==> src/rtl/result_log.sv <==
// result_log: circular log of the last DEPTH ALU results with flags, with a
// LIVE/BROWSE viewer that can step back through older entries and
// auto-returns to LIVE after TIMEOUT idle cycles in BROWSE.
// Optional feature: define RESULT_LOG_VCOUNT_EN to add the VCNT overflow counter.
module result_log #(
  parameter int N       = 8,
  parameter int DEPTH   = 8,
  parameter int TIMEOUT = 250_000_000
) (
  input  logic                     CLK50M,
  input  logic                     RSTb,
  input  logic                     commit,
  input  logic [N-1:0]             RESULT,
  input  logic [3:0]               FLAGS,
  input  logic                     browse,
  input  logic                     live,
  output logic [N-1:0]             VIEW,
  output logic [3:0]               VIEW_FLAGS,
  output logic [$clog2(DEPTH)-1:0] AGE,
  output logic [$clog2(DEPTH):0]   COUNT,
  output logic                     EMPTY,
  output logic                     FULL,
  output logic                     BROWSING,
  output logic                     OVW
`ifdef RESULT_LOG_VCOUNT_EN
  ,
  output logic [7:0]               VCNT
`endif
);

  localparam int AW = $clog2(DEPTH);
  localparam int TW = $clog2(TIMEOUT + 1);
  localparam logic [AW:0]   DEPTH_C   = (AW + 1)'(DEPTH);
  localparam logic [TW-1:0] TLAST     = TW'(TIMEOUT - 1);

  typedef enum logic {LIVE, BROWSE} state_t;

  logic [N+3:0]  mem [DEPTH];
  state_t        state_reg, state_next;
  logic [AW-1:0] wptr_reg, wptr_next;
  logic [AW:0]   count_reg, count_next;
  logic [AW-1:0] age_reg, age_next;
  logic [AW:0]   age_calc;
  logic [TW-1:0] tcnt_reg, tcnt_next;
  logic          ovw_reg;
  logic [N+3:0]  view_reg;
  logic [AW-1:0] rd_addr;

  // Next-state: pointer/count update, viewer state, age tracking and timeout.
  always_comb begin
    wptr_next  = wptr_reg;
    count_next = count_reg;
    state_next = state_reg;
    age_calc   = {1'b0, age_reg};
    tcnt_next  = '0;

    if (commit) begin
      wptr_next = wptr_reg + 1'b1;
      if (count_reg != DEPTH_C) count_next = count_reg + 1'b1;
    end

    if (live) begin
      state_next = LIVE;
      age_calc   = '0;
    end else if (state_reg == LIVE) begin
      age_calc = '0;
      // count_reg is nonzero here, so count_next >= 1.
      if (browse && (count_reg != '0)) begin
        state_next = BROWSE;
        age_calc   = (count_next > (AW + 1)'(1)) ? (AW + 1)'(1) : '0;
      end
    end else begin
      // Keep the same entry in view as newer ones arrive; if it was
      // overwritten, settle on the oldest surviving entry.
      if (commit) begin
        age_calc = age_calc + 1'b1;
        if (age_calc > count_next - 1'b1) age_calc = count_next - 1'b1;
      end
      if (browse) begin
        age_calc = age_calc + 1'b1;
        if (age_calc > count_next - 1'b1) age_calc = '0;
      end else if (tcnt_reg == TLAST) begin
        state_next = LIVE;
        age_calc   = '0;
      end
      if (state_next == BROWSE && !browse) tcnt_next = tcnt_reg + 1'b1;
    end
  end

  assign age_next = age_calc[AW-1:0];
  // Entry at age a lives a+1 slots behind the write pointer after this cycle.
  assign rd_addr  = wptr_next - 1'b1 - age_next;

  // Log storage write; reset suppresses a same-cycle commit.
  always_ff @(posedge CLK50M) begin
    if (RSTb && commit) mem[wptr_reg] <= {FLAGS, RESULT};
  end

  // Registered view: bypass the entry being written when it is the one viewed.
  always_ff @(posedge CLK50M) begin
    if (!RSTb)                     view_reg <= '0;
    else if (count_next == '0)     view_reg <= '0;
    else if (commit && age_next == '0) view_reg <= {FLAGS, RESULT};
    else                           view_reg <= mem[rd_addr];
  end

  // Control state registers.
  always_ff @(posedge CLK50M) begin
    if (!RSTb) begin
      state_reg <= LIVE;
      wptr_reg  <= '0;
      count_reg <= '0;
      age_reg   <= '0;
      tcnt_reg  <= '0;
      ovw_reg   <= 1'b0;
    end else begin
      state_reg <= state_next;
      wptr_reg  <= wptr_next;
      count_reg <= count_next;
      age_reg   <= age_next;
      tcnt_reg  <= tcnt_next;
      if (commit && count_reg == DEPTH_C) ovw_reg <= 1'b1;
    end
  end

  assign VIEW       = view_reg[N-1:0];
  assign VIEW_FLAGS = view_reg[N+3:N];
  assign AGE        = age_reg;
  assign COUNT      = count_reg;
  assign EMPTY      = (count_reg == '0);
  assign FULL       = (count_reg == DEPTH_C);
  assign BROWSING   = (state_reg == BROWSE);
  assign OVW        = ovw_reg;

`ifdef RESULT_LOG_VCOUNT_EN
  logic [7:0] vcnt_reg;

  // Saturating count of committed results with the overflow flag set.
  always_ff @(posedge CLK50M) begin
    if (!RSTb)                                        vcnt_reg <= '0;
    else if (commit && FLAGS[3] && vcnt_reg != 8'hFF) vcnt_reg <= vcnt_reg + 1'b1;
  end

  assign VCNT = vcnt_reg;
`endif

endmodule

==> config.mk <==
export PLATFORM = sky130hd
export DESIGN_NAME = result_log
export DESIGN_NICKNAME = d
export VERILOG_FILES = /design/src/rtl/result_log.sv
export SDC_FILE = /design/constraint.sdc
export NUM_CORES = 1
export LEC_CHECK = 0
export CAP_MARGIN = 20
export CORE_MARGIN = 2
export CORE_UTILIZATION = 54
export DETAILED_ROUTE_END_ITERATION = 12
export MAX_ROUTING_LAYER = met4
export PLACE_DENSITY = 0.76
export SETUP_SLACK_MARGIN = 0.15
export SLEW_MARGIN = 15
export SYNTH_ARGS = -nofsm -noshare
export SYNTH_HDL_FRONTEND = slang
export SYNTH_SLANG_ARGS = --single-unit
==> constraint.sdc <==
create_clock -name CLK50M -period 7 [get_ports CLK50M]
set_input_delay 1.05 -clock CLK50M [delete_from_list [all_inputs] [get_ports CLK50M]]
set_output_delay 1.05 -clock CLK50M [all_outputs]
set_load 0.005 [all_outputs]
; ---- Word-level counts from Yosys, hierarchy flattened
; Memories as Yosys holds them, arrays and structs flattened. A register that Yosys moved wholly into a read port is not among the register bits.
; Index checks and enable logic that the tools add are counted.
[totals]
out_inout_bits = 23
ram_bits = 96
regBits = 40
mem_count = 1
in_bits = 17
[mem_list]
columns = name, words, word_bits, read_ports, rd_clocked_by_memory_dff, wr, line
row1 = mem, 8, 12, 1, 1, 1, 38  ; logic [N+3:0] mem [DEPTH];
[op_classes]
n_reduce_logical = 11
n_eq_ne = 3
n_lt_le_gt_ge = 3
bitwise = 3
mux = 22
n_addsub = 8
[op_table]
columns = op, count
row1 = 28-bit by 1-bit adder with 28-bit output (second input constant), 1
row2 = 28-bit == test (second input constant), 1
row3 = 4-bit two-way mux, 6
row4 = 3-bit two-way mux, 6
row5 = 1-bit two-way mux, 10
row6 = 4-bit by 1-bit adder with 4-bit output (second input constant), 2
row7 = 4-bit > comparator, 2
row8 = 4-bit logical NOT, 2
row9 = 3-bit by 1-bit adder with 4-bit output (second input constant), 1
row10 = 4-bit == test (second input constant), 1
row11 = 4-bit by 1-bit > comparator with 1-bit output (second input constant), 1
row12 = 1-bit logical AND, 4
row13 = 4-bit != test (second input constant), 1
row14 = 4-bit nonzero test, 1
row15 = 2-bit OR reduction, 2
row16 = 4-bit OR reduction, 1
row17 = 4-bit by 1-bit subtractor with 4-bit output (second input constant), 1
row18 = 3-bit by 1-bit adder with 3-bit output (second input constant), 1
row19 = 1-bit inverter, 3
row20 = 3-bit by 1-bit subtractor with 3-bit output (second input constant), 1
row21 = 3-bit subtractor, 1
row22 = 1-bit logical NOT, 1

; ---- Longest topological paths before layout
; Gate-level depths: netlist of the first run.
[logic_depth]
ltp_word = 16
ltp_mapped = 33
depth_no_buf = 32

; ---- Worst setup path after synthesis of the first run
; OpenSTA, ideal clock, no wires.
[synth_path]
kind = input port to flip-flop
from = input commit
to = register view_reg[3] (read register of mem)
path_buffers = 2
setup_slack_ps = -471
arrival_time_ps = 7355
required_time_ps = 6884
path_stages = 29
cell_sequence = or2b_2 > o211a_4 > ha_1 > xnor2_1 > inv_1 > ha_1 > and3_1 > a21oi_2 > nor2_1 > a21oi_1 > mux2_2 > nand2_1 > ha_1 > ha_1 > nor2b_1 > o21a_1 > o21ai_0 > o21ai_2 > mux2i_1 > a21oi_1 > or2_2 > ha_1 > clkbuf_1 > buf_1 > mux4_2 > mux2i_1 > mux2_2 > o21ai_0 > o211a_1
[synth_between]
elab_chain_cells = 14
elab_cells_between_ends = 22
cone_classes = add/sub (4) / order compare (3) / mux (13) / reduce/logical (2)
[synth_lines]
columns = element, line
row1 = start: declaration, 12  ; input logic commit,
row2 = 4-bit two-way mux, 57  ; if (commit) begin
row3 = 4-bit by 1-bit subtractor with 4-bit output, "77, 81"
row4 = 4-bit > comparator, 77  ; if (age_calc > count_next - 1'b1) age_calc = count_next - 1'b1;
row5 = 4-bit two-way mux, 77
row6 = 4-bit two-way mux, 75  ; if (commit) begin
row7 = 4-bit two-way mux, 65  ; end else if (state_reg == LIVE) begin
row8 = 4-bit two-way mux, 62  ; if (live) begin
row9 = 4-bit by 1-bit adder with 4-bit output, 80  ; age_calc = age_calc + 1'b1;
row10 = 4-bit > comparator, 81  ; if (age_calc > count_next - 1'b1) age_calc = '0;
row11 = 3-bit two-way mux, 81
row12 = 3-bit two-way mux, 79  ; if (browse) begin
row13 = 3-bit two-way mux, 65
row14 = 3-bit two-way mux, 62
row15 = 3-bit subtractor, 92  ; assign rd_addr = wptr_next - 1'b1 - age_next;
row16 = end: declaration, 46  ; logic [N+3:0] view_reg;
; Parallel ways exist; a longest one is shown, timed or not. The select of a mux whose other input is x is not followed.
; A chain may end at the register's enable or synchronous reset.

; ---- Worst setup path in the final report of the first run
[layout_path]
from = input commit
to = register view_reg[9] (read register of mem)
; Same word-level chain as after synthesis.

==> results.md, run 1 <==
- Site Rows: 41
- Fillcell total: 880
- Post-route worst setup slack: 0.581 ns
- Die Ht: 118 microns
- Routed wire length: 15.3 mm
- Slew @ Worst Pin: 1.03 ns
- Placed cell area: 7920 sq um
- Longest Clk Path Bufs: 2
- Initial Util: 55.4%
- Multi-input logic area: 3070 sq um
- CP startpoint kind: input pin
- Minimum clock period: 6.42 ns
- RSZ-0062 raised after global routing: no
- DR DRC count: 0
- Antenna violations before repair: 0
- Die area: 13,900 sq um
- Max-cap violations: 0
- Outcome: finished, final reports clean
- Critical-path top delay cell: fa_2
- H-tree Lvls: 4
- Post-synth top area share: 41.2%
- Syn. warnings: 0
- Most frequent CP cell: ha_4
- Hpwl dp: 9.94 mm
- GRT Util Overall: 23.6%
- First DRT Iteration DRCs: 306
- Post-Syn Area: 7000 sq um
- CTS Buf Count: 17
- CP max stage delay: 0.53 ns
- Cells after synthesis: 530
- GR Overflow Total: 0
- CP max FO: 7
- Drt wl/cell: 19.0 microns
- Primary FF master, synth: edfxtp_1
- Ant diodes: 0
- Root Driver: clkbuf_16
- WS Path Type: input pin to flop
- Rel. slew slack: 31.0%
- Die X: 118 microns
- Via count: 4,650
- Fin Hold WS: 0.478 ns
- Peak VDD IR: 0.000179 V
- Design Area, Final: 8690 sq um
- Overall power: 2.32 mW
- Share of cells above drive strength 1: 26.0%
- Post-synthesis sequential area ratio: 56.1%
- Drt pass-1 iters: 4
- Final setup viols: 0
- Register area: 3920 sq um
- Fmax achieved: 156 MHz
- Synth top cells by count: edfxtp_1 (96), nor2_1 (58), dfxtp_1 (52)
- WHS Path Cells: 1
- Count leader, synth: edfxtp_1
- Number of synthesized flops with an enable pin: 96
- Syn nets: 563
- Number of global-route vias before repair: 4,860
- Largest net degree at the start of global routing: 29
- Worst Path Buf+Inv: 5
- Mean number of vias per cell: 5.77
- Global-route wire length before repair: 24.7 mm
- Fin crit share: 91.7%
- RD Place Congestion: 0.843
- Post-Route Setup TNS: 0 ns
- Yosys top cell by area: edfxtp_1
- Worst Path Required: 7.31 ns
- Max FFs per register: 96
- PD cells: 267 nW/um^2
- Clk_skew: 0.0183 ns
- Top cells by area, synth: edfxtp_1 (41%), dfxtp_1 (15%), mux4_2 (7.7%)
- Port bufs: 39
- Post-synth ARST share: 0%
- Worst-Skew Late Latency: 0.42 ns
- Pleak: 3.17 nW
- Number of synthesized register bits: 148
- Nets: 655
- Crit. path cell count: 32
- Worst setup EP type: flop
- Worst path arrival time: 6.72 ns
- Hold Crit Class: flop to flop
- TritonCTS clock tree: yes
- Clk pin slew, worst setup/hold paths: 0.06 ns
- Netlist cell types: 65
- Core ar.: 12,600 sq um
- Hold Vio Cnt, Final: 0
- Largest delay share family, worst path: adder cells
- R2R depth: 32
- DP Worst Slack: -0.397 ns
- I/O pin cnt: 40
- Post-Syn Area per Cell: 13.2 sq um
- Antenna viol nets, final: 0
- Slew Viols, Final: 0
- Sink Count: 148
- Area growth, synth to finish: 24.2%
==> power breakdown <==
group / leakage, nW / switching [mW] / internal [mW]
Combinational: 1.63 / 0.253 / 0.306
Sequential: 1.29 / 0.00866 / 0.949
Clock: 0.251 / 0.344 / 0.461
==> worst register-to-register path: cells and delay by family (launching register included) <==
| family | cells | cell delay (ns) |
|---|---|---|
| flip-flops | 1 | 0.43 |
| AND/OR/NAND/NOR | 6 | 0.91 |
| adder cells (fa/ha/maj) | 7 | 1.89 |
| buffers and inverters | 4 | 0.40 |
| XOR/XNOR | 1 | 0.15 |
| AO/OA/AOI/OAI | 9 | 1.33 |
| multiplexers | 5 | 1.18 |
==> cell usage in the layout, fill, tap and decap left out, types with 5 or more instances in the layout <==
master | netlist | layout
o21ai_1 | 0 | 5
clkdlybuf4s50_1 | 0 | 38
nand4_1 | 6 | 6
xor2_1 | 28 | 27
nand3_1 | 24 | 23
o21ai_0 | 17 | 11
mux2i_1 | 26 | 25
buf_4 | 1 | 45
ha_1 | 15 | 12
dfxtp_1 | 52 | 52
a21oi_1 | 9 | 8
and3_1 | 9 | 8
o211a_1 | 12 | 12
mux2_4 | 0 | 6
buf_12 | 0 | 6
inv_1 | 10 | 8
mux2_2 | 13 | 7
clkbuf_16 | 0 | 17
xnor2_1 | 8 | 6
nor2_1 | 58 | 57
mux4_2 | 24 | 24
edfxtp_1 | 96 | 96
nand2_1 | 31 | 30
==> metrics by stage <==
stage / instances / util [%]
2_1_floorplan: 530 / -
3_3_place_gp: 765 / 62.8
3_5_place_dp: 765 / 62.8
4_1_cts: 806 / 68.2
5_1_grt: 806 / 68.8
6_report: 806 / 68.8
==> per-layer routing <==
metal	track usage [%]	share of wire [%]
met3	4.65	5.1
met2	39.1	52
met5	-	0
met1	29.0	42
met4	8.43	1.3
==> final timing paths <==
path / start / end / slack [ns]
worst min register to register: tcnt_reg[0] / tcnt_reg[0] / 0.48
worst min-delay path: tcnt_reg[0] / tcnt_reg[0] / 0.48
worst max-delay path: commit / view_reg[9] / 0.58
worst max register to register: COUNT[0] / view_reg[9] / 0.64
==> timing repair <==
action                     in CTS  in global routing
setup endpoints to repair      12                 12
gates resized for setup        15                 21
setup buffers                   9                  0
gates cloned                    1                  0
pin swaps                       6                  9
hold buffers                    0                  0
==> kinds of logic after synthesis <==
group | Yosys count | share of synthesized area, %
adder cells (fa/ha/maj) | 16 | 2.97
XOR/XNOR | 36 | 4.51
flip-flops | 148 | 56.1
AO/OA/AOI/OAI | 62 | 7.60
AND/OR/NAND/NOR | 172 | 12.4
multiplexers | 65 | 13.9
buffers and inverters | 31 | 2.52
==> layout make-up <==
class / instances / area share [%]
flip-flops and latches: 148 / 45.2
clock buffers: 20 / 5.14
clock inverters: 11 / 0.922
inverters: 11 / 0.533
multi-input cells: 351 / 35.4
repair buffers: 93 / 10.4
well taps: 172 / 2.48
Power figures use the tool's default switching activity.
==> run 2, diff against run 1 <==
Settings changed: CTS_CLUSTER_SIZE from default to 12, PLACE_DENSITY 0.76 to default, PLACE_DENSITY_LB_ADDON from default to 0.2.
==> results.md, run 2 (synthesis gave the netlist of run 1 again) <==
- Clk_skew: 0.0168 ns
- Minimum clock period: 6.64 ns
- Max-cap violations: 0
- Flop pwr share: 40.2%
- Design Area, Final: 8720 sq um
- Die area: 13,900 sq um
- Hold Crit Class: flop to flop
- Rel. slew slack: 31.2%
- Longest Clk Path Bufs: 2
- CTS Buf Count: 17
- Antenna violations before repair: 0
- Site Rows: 41
- Placed cell area: 7950 sq um
- WS Path Type: input pin to flop
- Core ar.: 12,600 sq um
- I/O pin cnt: 40
- Gate power share: 22.5%
- Commonest non-fill, non-tap cell in the layout: edfxtp_1
- Slew Viols, Final: 0
- Worst-Skew Late Latency: 0.43 ns
- Outcome: finished, final reports clean
- Nets: 657
- Net Sw Power: 0.586 mW
- Routed wire length: 15.2 mm
- Port bufs: 39
- Die X: 118 microns
- RSZ-0062 raised after global routing: no
- CP max stage delay: 0.49 ns
- Final setup viols: 0
- Slew @ Worst Pin: 1.03 ns
- Most frequent CP cell: a21oi_1
- Area growth, synth to finish: 24.6%
- Worst path arrival time: 6.94 ns
- Ant diodes: 0
- Fin crit share: 94.8%
- Largest net degree at the start of global routing: 29
- Antenna viol nets, final: 0
- Root Driver: clkbuf_16
- Number of global-route vias before repair: 4,715
- Mean number of vias per cell: 5.76
- Util after Layout: 69.1%
- Clk pwr share: 37.3%
- Flop2flop setup slack: 0.78 ns
- Most frequent cells in the layout: edfxtp_1 (96), nor2_1 (57), dfxtp_1 (52), buf_4 (47), clkdlybuf4s50_1 (39)
- Critical-path top delay cell: clkdlybuf4s50_1
- Post-Route Setup TNS: 0 ns
- TritonCTS clock tree: yes
- Post-route worst setup slack: 0.361 ns
- Hpwl dp: 9.71 mm
- RD Place Congestion: 0.838
- H-tree Lvls: 4
- Fmax achieved: 151 MHz
- First DRT Iteration DRCs: 321
- Fin Hold WS: 0.459 ns
- # hold bufs at CTS: 0
- GRT Util Overall: 23.5%
- Fillcell total: 901
- Drt pass-1 iters: 6
- Worst Path Required: 7.30 ns
- DP Worst Slack: -0.490 ns
- Via count: 4,660
- Die Ht: 118 microns
- Max FFs per register: 96
- Hold Vio Cnt, Final: 0
- Global-route wire length before repair: 24.2 mm
- Clk pin slew, worst setup/hold paths: 0.06 ns
- Switch share: 24.6%
- DR DRC count: 0
- Peak VDD IR: 0.000216 V
- Worst setup EP type: flop
- PD cells: 274 nW/um^2
- Int Pwr: 1.80 mW
- Share of cells above drive strength 1: 26.2%
- GR Overflow Total: 0
- Initial Util: 55.4%
- Sink Count: 148
- CP startpoint kind: input pin
- CP max FO: 4
- Drt wl/cell: 18.8 microns
- Pleak: 3.17 nW
[run 2: cell count changes in the layout (fill, tap and decap cells not counted), sizes merged, moves of 2 or more]
cell	previous run	this run
clkinvlp	3	1
clkbuf	20	22
inv	14	12
buf	54	56
bufinv	0	3
[run 2: area by class of cell]
cell class	count	area, sq um	share of cell area (%)
flip-flops and latches	148	3920	45.0
multi-input cells	351	3070	35.2
repair buffers	95	888	10.2
clock buffers	22	444	5.10
well taps	172	215	2.47
clock inverters	10	131	1.51
inverters	11	46.3	0.531
[run 2: layer usage]
layer | vias up | global-route usage (%) | wire [microns] | part of all wire (%)
met1 | 2344 | 30.0 | 6550 | 43
li1 | 2175 | - | - | -
met5 | - | - | 0 | 0
met3 | 25 | 4.65 | 691 | 4.5
met2 | 116 | 37.5 | 7670 | 50
met4 | 0 | 8.58 | 308 | 2.0
[run 2: worst paths after layout]
path	startpoint	to	depth (start not counted)
setup / recovery	commit	view_reg[10]	31
hold / removal	tcnt_reg[0]	tcnt_reg[0]	1
setup reg to reg	COUNT[0]	view_reg[10]	32
hold reg to reg	tcnt_reg[0]	tcnt_reg[0]	1
[run 2: per-stage QoR]
step / power [mW] / std cells
after floorplan: 1.29 / 530
after global routing: 2.48 / 809
after CTS: 2.38 / 808
after global placement: 1.45 / 770
after detailed placement: 1.47 / 770
final: 2.39 / 809
[run 2: worst max-delay path, delay by kind of cell]
kind	cells	cell delay, ns
buffers and inverters	5	0.85
and+or+nand+nor	7	1.26
adders and majority gates	5	1.38
AOI/OAI and AO/OA	10	1.55
muxes	2	0.51
xor gates and xnor gates	2	0.33
[run 2: power by group through the flow]
| stage | clock network (mW) | registers (mW) | logic [mW] |
|---|---|---|---|
| after global routing | 0.938 | 0.960 | 0.580 |
| final | 0.890 | 0.958 | 0.537 |
| after detailed placement | 0 | 0.976 | 0.489 |
| after CTS | 0.905 | 0.958 | 0.515 |
| after floorplan | 0 | 0.975 | 0.316 |
| after global placement | 0 | 0.975 | 0.478 |
[run 2: what timing repair did]
action                     in CTS  in global routing
setup endpoints to repair      12                 12
pin swaps                       7                 12
gates resized for setup        15                 13
buffers inserted                6                  1
==> run 3, diff against run 2 <==
Settings changed: SKIP_LAST_GASP from default to 1, SLEW_MARGIN 15 to 20.
Clock period 7 ns to 5.85 ns, I/O delays scaled along.
==> results.md, run 3 (synthesis gave the netlist of run 1 again) <==
- CTS Buf Count: 17
- Ant diodes: 0
- Overall power: 2.97 mW
- Largest net degree at the start of global routing: 29
- Rel. slew slack: 40.5%
- Placed insts: 789
- Port bufs: 39
- Die area: 13,900 sq um
- Worst Path Buf+Inv: 6
- Final setup viols: 12
- Die X: 118 microns
- PD cells: 329 nW/um^2
- Die Ht: 118 microns
- CP max stage delay: 0.44 ns
- Fin crit share: 106%
- Post-Route Setup TNS: -2.58 ns
- Nets: 677
- Worst-Skew Late Latency: 0.42 ns
- DR DRC count: 0
- Commonest non-fill, non-tap cell in the layout: edfxtp_1
- Number of global-route vias before repair: 4,858
- Mean number of vias per cell: 5.82
- Drt pass-1 iters: 5
- Fin Hold WS: 0.475 ns
- Outcome: finished, violations left
- Longest Clk Path Bufs: 2
- Share of cells above drive strength 1: 30.9%
- Worst Path Required: 6.15 ns
- RD Place Congestion: 0.864
- CP startpoint kind: input pin
- Root Driver: clkbuf_16
- Hpwl dp: 10.5 mm
- Most frequent CP cell: ha_4
- Slew @ Worst Pin: 0.889 ns
- Clk_skew: 0.00835 ns
- Initial Util: 55.4%
- Hold Crit Class: flop to flop
- H-tree Lvls: 4
- Hold Vio Cnt, Final: 0
- Most frequent cells in the layout: edfxtp_1 (96), buf_4 (67), nor2_1 (57), dfxtp_1 (50), clkdlybuf4s50_1 (38)
- TritonCTS clock tree: yes
- WS Path Type: input pin to flop
- Slew Viols, Final: 0
- Antenna viol nets, final: 0
- Failing checks: setup timing
- Peak VDD IR: 0.000226 V
- # hold bufs at CTS: 0
- Site Rows: 41
- Core ar.: 12,600 sq um
- Max FFs per register: 96
- Minimum clock period: 6.18 ns
- Pleak: 3.34 nW
- Drt wl/cell: 19.3 microns
- RSZ-0062 raised after global routing: yes
- Fmax achieved: 162 MHz
- GRT Util Overall: 24.5%
- Layout Cells excl Fill: 829
- Post-route worst setup slack: -0.325 ns
- Via count: 4,825
- Largest delay share family, worst path: adder cells
- GR Overflow Total: 0
- Routed wire length: 16.0 mm
- Clk pin slew, worst setup/hold paths: 0.06 ns
- Max-cap violations: 0
- Critical-path top delay cell: fa_2
- Util after Layout: 71.6%
- First DRT Iteration DRCs: 404
- Worst path arrival time: 6.48 ns
- Antenna violations before repair: 0
- I/O pin cnt: 40
- CP max FO: 6
- Area growth, synth to finish: 29.2%
- Worst setup EP type: flop
- Global-route wire length before repair: 25.6 mm
- Sink Count: 148
run 3: cell types whose count changed in the layout (fill, tap and decap cells not counted), moves of 5 or more:
cell | previous run | this run
buf_4 | 47 | 67
o21ai_0 | 16 | 6
mux2_2 | 12 | 1
o21ai_1 | 0 | 8
clkbuf_1 | 5 | 0
mux2_4 | 1 | 12
run 3: report_power, final:
| part | leakage (nW) | internal [mW] | switching (mW) |
|---|---|---|---|
| Combinational | 1.76 | 0.402 | 0.321 |
| Clock | 0.291 | 0.673 | 0.431 |
| Sequential | 1.29 | 1.14 | 0.00938 |
| Total | 3.34 | 2.21 | 0.761 |
run 3: cell type report:
type,count,area (sq um)
Fill cell,869,3580
Timing Repair Buffer,115,1070
Tap cell,172,215
Multi-Input combinational cell,351,3170
Inverter,11,46.3
Clock buffer,17,425
Sequential cell,148,3930
Clock inverter,15,178
run 3: worst paths after layout:
kind	endpoint	slack, ns	cells after the start	start
max	view_reg[0]	-0.33	33	commit
min	OVW	0.47	2	OVW
max reg2reg	view_reg[0]	-0.29	33	COUNT[1]
min reg2reg	OVW	0.47	2	OVW
run 3: what timing repair did:
| action | 4_1_cts | 5_1_grt |
|---|---|---|
| pin swaps | 17 | 6 |
| resized for setup | 21 | 6 |
| buffers inserted | 4 | 2 |
| cloned | 2 | 0 |
| setup endpoints to repair | 12 | 12 |
run 3: layer usage:
metal	up-vias	share of wire, %	global-route usage [%]
met5	-	0	-
met4	0	0.70	7.30
met3	13	5.8	5.77
met2	134	50	39.1
met1	2464	44	31.5
li1	2214	-	-
run 3: per-stage QoR:
step	setup slack, ns	area (sq um)
5_1_grt	-0.471	9040
6_report	-0.325	9040
4_1_cts	-0.157	8970
3_5_place_dp	-1.06	8220
2_1_floorplan	-0.336	7230
3_3_place_gp	-0.835	8220
run 3: worst register-to-register path: cells and delay by family (launching register included):
kind,cells,cell delay [ns]
xor+xnor,1,0.17
simple gates,6,0.87
flops,1,0.34
fa+ha+maj,7,1.66
mux,5,1.23
compound gates,9,1.31
buf+inv,5,0.48
